$ cat src/rtl/start_screen_pkg.sv
`default_nettype none
// ============================================================================
// Module  : start_screen_pkg
// Brief   : Shared start-screen types and play-button geometry
// Revision: 1.0 - initial release
// ============================================================================
package start_screen_pkg;

    typedef enum logic [1:0] {
        IDLE  = 2'd0,
        HOVER = 2'd1,
        FIRED = 2'd2
    } state_t;

    // The renderer draws from these same values, so both sides stay aligned.
    localparam int PLAY_BTN_X = 380;
    localparam int PLAY_BTN_Y = 500;
    localparam int PLAY_BTN_W = 200;
    localparam int PLAY_BTN_H = 100;

endpackage
`default_nettype wire

$ cat src/rtl/rect_hit.sv
`default_nettype none
// ============================================================================
// Module  : rect_hit
// Brief   : Combinational point-in-rectangle test for on-screen buttons
// Revision: 1.0 - initial release
// ============================================================================
module rect_hit #(
    parameter int RECT_X = 0,
    parameter int RECT_Y = 0,
    parameter int RECT_W = 1,
    parameter int RECT_H = 1
) (
    input  logic        valid,
    input  logic [10:0] x,
    input  logic [9:0]  y,
    output logic        hit
);

    // One extra bit of headroom keeps the right/bottom edges from wrapping.
    localparam logic [11:0] c_x_lo = 12'(RECT_X);
    localparam logic [11:0] c_x_hi = 12'(RECT_X + RECT_W);
    localparam logic [11:0] c_y_lo = 12'(RECT_Y);
    localparam logic [11:0] c_y_hi = 12'(RECT_Y + RECT_H);

    logic [11:0] w_x;
    logic [11:0] w_y;

    assign w_x = {1'b0, x};
    assign w_y = {2'b00, y};

    assign hit = valid
              && (w_x >= c_x_lo) && (w_x < c_x_hi)
              && (w_y >= c_y_lo) && (w_y < c_y_hi);

endmodule
`default_nettype wire

$ cat src/rtl/start_button_detector.sv
`default_nettype none
// ============================================================================
// Module  : start_button_detector
// Brief   : Dwell-to-press detector for the start-screen play button
// Revision: 1.0 - initial release
// ============================================================================
module start_button_detector
    import start_screen_pkg::*;
#(
    parameter int BTN_X        = PLAY_BTN_X,
    parameter int BTN_Y        = PLAY_BTN_Y,
    parameter int BTN_W        = PLAY_BTN_W,
    parameter int BTN_H        = PLAY_BTN_H,
    parameter int DWELL_FRAMES = 60,
    parameter int LOST_FRAMES  = 4
) (
    input  logic                                clk_in,
    input  logic                                rst_in,
    input  logic                                enable_in,
    input  logic                                new_frame_in,
    input  logic                                cursor_valid_in,
    input  logic [10:0]                         cursor_x_in,
    input  logic [9:0]                          cursor_y_in,
    output logic                                hover_out,
    output logic [$clog2(DWELL_FRAMES+1)-1:0]   progress_out,
    output logic                                start_out
);

    localparam int PW = $clog2(DWELL_FRAMES + 1);
    localparam int MW = $clog2(LOST_FRAMES + 1);

    localparam logic [PW-1:0] c_dwell_one = PW'(1);
    localparam logic [PW-1:0] c_dwell_max = PW'(DWELL_FRAMES);
    localparam logic [MW-1:0] c_miss_max  = MW'(LOST_FRAMES);

    state_t        r_state, w_next_state;
    logic [PW-1:0] r_dwell, w_next_dwell, w_dwell_inc;
    logic [MW-1:0] r_miss,  w_next_miss,  w_miss_inc;
    logic          r_hover, r_start, w_next_start;
    logic          w_hit;

    rect_hit #(
        .RECT_X (BTN_X),
        .RECT_Y (BTN_Y),
        .RECT_W (BTN_W),
        .RECT_H (BTN_H)
    ) u_rect_hit (
        .valid  (cursor_valid_in),
        .x      (cursor_x_in),
        .y      (cursor_y_in),
        .hit    (w_hit)
    );

    assign w_dwell_inc = r_dwell + c_dwell_one;
    assign w_miss_inc  = r_miss + MW'(1);

    always_comb begin
        w_next_state = r_state;
        w_next_dwell = r_dwell;
        w_next_miss  = r_miss;
        w_next_start = 1'b0;
        if (!enable_in) begin
            w_next_state = IDLE;
            w_next_dwell = '0;
            w_next_miss  = '0;
        end else if (new_frame_in) begin
            case (r_state)
                IDLE: begin
                    if (w_hit) begin
                        w_next_dwell = c_dwell_one;
                        w_next_miss  = '0;
                        if (c_dwell_one == c_dwell_max) begin
                            w_next_start = 1'b1;
                            w_next_state = FIRED;
                        end else begin
                            w_next_state = HOVER;
                        end
                    end
                end
                HOVER, FIRED: begin
                    if (w_hit) begin
                        w_next_miss = '0;
                        if (r_state == HOVER) begin
                            w_next_dwell = w_dwell_inc;
                            if (w_dwell_inc == c_dwell_max) begin
                                w_next_start = 1'b1;
                                w_next_state = FIRED;
                            end
                        end
                    end else if (w_miss_inc == c_miss_max) begin
                        // Cursor has been gone long enough: abandon or re-arm.
                        w_next_state = IDLE;
                        w_next_dwell = '0;
                        w_next_miss  = '0;
                    end else begin
                        w_next_miss = w_miss_inc;
                    end
                end
                default: begin
                    w_next_state = IDLE;
                    w_next_dwell = '0;
                    w_next_miss  = '0;
                end
            endcase
        end
    end

    always_ff @(posedge clk_in) begin
        if (rst_in) begin
            r_state <= IDLE;
            r_dwell <= '0;
            r_miss  <= '0;
            r_hover <= 1'b0;
            r_start <= 1'b0;
        end else begin
            r_state <= w_next_state;
            r_dwell <= w_next_dwell;
            r_miss  <= w_next_miss;
            r_hover <= (w_next_state == HOVER);
            r_start <= w_next_start;
        end
    end

    assign hover_out    = r_hover;
    assign progress_out = r_dwell;
    assign start_out    = r_start;

endmodule
`default_nettype wire

$ cat config.mk
export PLATFORM = sky130hd
export DESIGN_NAME = start_button_detector
export DESIGN_NICKNAME = d
export VERILOG_FILES = /design/src/rtl/start_screen_pkg.sv /design/src/rtl/rect_hit.sv /design/src/rtl/start_button_detector.sv
export SDC_FILE = /design/constraint.sdc
export NUM_CORES = 1
export LEC_CHECK = 0
export CAP_MARGIN = 20
export CORE_MARGIN = 5
export CORE_UTILIZATION = 47
export CTS_BUF_LIST = sky130_fd_sc_hd__clkbuf_16
export CTS_CLUSTER_SIZE = 8
export DETAILED_ROUTE_END_ITERATION = 12
export PLACE_DENSITY = 0.89
export SLEW_MARGIN = 30
export SYNTH_ARGS = -nofsm -noshare
export SYNTH_HDL_FRONTEND = slang
export SYNTH_SLANG_ARGS = --single-unit
$ cat constraint.sdc
create_clock -name clk_in -period 5.2 [get_ports clk_in]
set_input_delay 1.04 -clock clk_in [delete_from_list [all_inputs] [get_ports clk_in]]
set_output_delay 1.04 -clock clk_in [all_outputs]
set_load 0.05 [all_outputs]
==> metrics.md <==
| Metric | Value |
|---|---|
| Max Fclk | `~350 MHz` |
| #FFs+latches synth | `13` |
| Die Ht | `roughly 54 microns` |
| Clock buffer depth | `2` |
| # rows | `16` |
| Worst min path class | `flop to flop` |
| Tcrit/Tclk final | `54.74%` |
| Hold_buf cts | `0` |
| Clock slew at reported path FFs | `0.05 ns` |
| # Post-CTS Setup Buffers | `0` |
| Initial Utilization | `between 40% and 50%` |
| Syn-to-layout area delta | `41.43%` |
| Sequential Power Share | `36.8%` |
| GR Util All Layers | `about 18%` |
| CTS Buf Count | `3` |
| GRT overflow | `0` |
| Synth top area share | `28.07%` |
| Critical path launch point type | `primary input` |
| CTS tree | `yes` |
| Sink Count | `13` |
| Crit path kind | `primary input to flop` |
| Synth Area in Compound Gates | `27.67%` |
| Num ports | `34` |
| Worst hold slack | `approximately 0.50 ns` |
| Adder-Cell Fraction of Synth Area | `roughly a tenth` |
| Rel. slew slack | `roughly 64%` |
| Mux contribution to synthesized area | `1.484%` |
| Synth warn | `0` |
| Clock latency at the later pin of the worst-skew pair | `between 0.2 and 0.25 ns` |
| Sw frac | `approximately a fifth` |
| Mapped cell area | `927.1 sq um` |
| Final Hold Fails | `0` |
| Core Region | `approximately 1900 sq um` |
| Post-synth EDFFs | `0` |
| Post-cts sizing count | `0` |
| Post-DR wirelength/cell | `14.42 microns` |
| NetSw | `53.16 uW` |
| Area of the multi-input gates | `roughly 630 sq um` |
| # DRC | `0` |
| RSZ-0062 raised after global routing | `false` |
| Die area | `around 3000 sq um` |
| Library cells used by synthesis | `39` |
| IO buf count | `29` |
| First-pass GRT wire length | `3905 microns` |
| Post-DP Area | `approximately 1200 sq um` |
| Vias in the first global route | `934` |
| Final instance area | `~1300 sq um` |
| Area leader, netlist | `dfxtp_1` |
| Critical Path RT | `5.39 ns` |
| DP HPWL | `1877 microns` |
| Largest net degree at the start of global routing | `14` |
| Synth async-reset ratio | `0%` |
| Pins over their slew limit | `0` |
| Largest fanout on the critical path | `13` |
| Leakage | `between 0.4 and 0.5 nW` |
| Max-Cap Viols | `0` |
| Arrival @ worst endpoint | `between 3 and 4 ns` |
| Crit end category | `flop` |
| Outcome | `complete, no violations` |
| Final setup viols | `0` |
| CTS root buf | `clkbuf_16` |
| Avg Cell Area, Syn | `approximately 8 sq um` |
| Utilization after layout | `between 60% and 70%` |
| Power per cell area | `approximately 210 nW/um^2` |
| Share of cells above drive strength 1 | `4.895%` |
| Final #Nets | `around 180` |
| DR vias | `970` |
| Most common library cells after synthesis | `dfxtp_1 (13), nand2_1 (11), a21oi_1 (10)` |
| Post-synthesis cell count | `114` |
| Largest family of logic cells by synthesized area | `simple AND/OR/NAND/NOR gates` |
| Reg area | `about 260 sq um` |
| Register area share after synthesis | `28.07%` |
| Combinational share of power | `between 10% and 20%` |
| Routed Antenna Nets | `0` |
| Routability cong. | `a little over 0.8` |
| Total negative slack | `0 ns` |
| XOR/XNOR share of the synthesized area | `less than 1%` |
| Initial antenna violation count | `0` |
| Clock power share | `between 50 and 60%` |
| Worst VDD drop | `between 0.00015 and 0.0002 V` |
| Final critical-path required period | `2.847 ns` |
| Router iterations before antenna repair | `4` |
| Initial drt markers | `21` |
| Fillers | `about 160` |
| Worst slew pin tran | `between 0.5 and 0.6 ns` |
| Count leader, synth | `dfxtp_1` |
| Vias/cell | `about 5.7` |
| Mapped Nets | `between 100 and 150` |
| Area contributors post-synth | `dfxtp_1 (28%), ha_1 (9.4%), a21oi_1 (5.4%)` |
| Int Power | `~220 uW` |
| Die width | `54.42 microns` |
| Synth Flop Type | `dfxtp_1` |
| Routed WL | `approximately 2500 microns` |
| Total number of H-tree levels | `1` |
| Final Skew | `between 0.0009 and 0.001 ns` |
| ANT cells | `0` |
| Synth Area in Simple Gates | `between 20 and 30%` |
[cell type report]
cell class,instances,area share (%)
clock buffers,3,5.725
multi-input cells,92,48.00
well taps,27,2.576
clock inverters,1,0.2863
flip-flops and latches,13,19.85
repair buffers,29,22.14
inverters,5,1.431
[metal layers]
layer / up-vias / global-route usage (%) / share of wire [%]
li1: 477 / - / -
met1: 436 / 18.05 / 40
met2: 51 / 36.25 / 49
met3: 6 / 3.815 / 8.8
met4: 0 / 7.469 / 1.9
met5: - / 0 / 0
[cell usage in the layout, fill, tap and decap left out, types with 5 or more instances in the layout]
master           netlist  final
a21o_1                 5      5
nand2b_1               5      5
clkdlybuf4s50_1        0     29
o21ai_0                7      7
a21oi_1               10     10
nand2_1               11     11
nand3_1                5      5
ha_1                   7      7
dfxtp_1               13     13
inv_1                  5      6
nor2_1                 9      9
[kinds of logic after synthesis]
| kind of cell | count (synthesis) |
|---|---|
| AOI/OAI and AO/OA | 34 |
| xor gates and xnor gates | 1 |
| adders and majority gates | 7 |
| buffers and inverters | 9 |
| DFF | 13 |
| muxes | 1 |
| and+or+nand+nor | 49 |
[power groups by stage]
stage	Sequential [mW]	Combinational (mW)	Clock [mW]
after floorplan	0.102	0.00802	0
after global placement	0.102	0.0265	0
after detailed placement	0.102	0.0276	0
after CTS	0.100	0.0278	0.146
after global routing	0.0998	0.0301	0.152
final	0.100	0.0276	0.144
[through the flow]
stage                     cells  setup WS [ns]  total power [mW]
after floorplan             114          2.741            0.1099
after global placement      166          2.157            0.1284
after detailed placement    166          2.114            0.1295
after CTS                   170          2.354            0.2739
after global routing        170          2.248            0.2817
final                       170          2.353            0.2720
[path summary, 6_finish.rpt]
check,startpoint,endpoint,slack [ns],cells past startpoint
setup / recovery,cursor_y_in[3],progress_out[2],2.35,7
hold / removal,progress_out[5],progress_out[5],0.50,2
setup reg to reg,r_state[0],progress_out[0],3.31,8
hold reg to reg,progress_out[5],progress_out[5],0.50,2
[critical path: stages]
cell and delay, ns:
clkdlybuf4s50_1 0.42, a21o_1 0.22, a2111oi_4 0.35, o22a_4 0.27, mux2i_2 0.36, and2_1 0.23
a21o_1 0.14
[state kept, by name (all words and copies together) (netlist names)]
register and flops:
progress_out 6, hover_out 1, r_state 2, start_out 1, r_miss 3
Note: power is estimated with default switching activity, not from simulation.
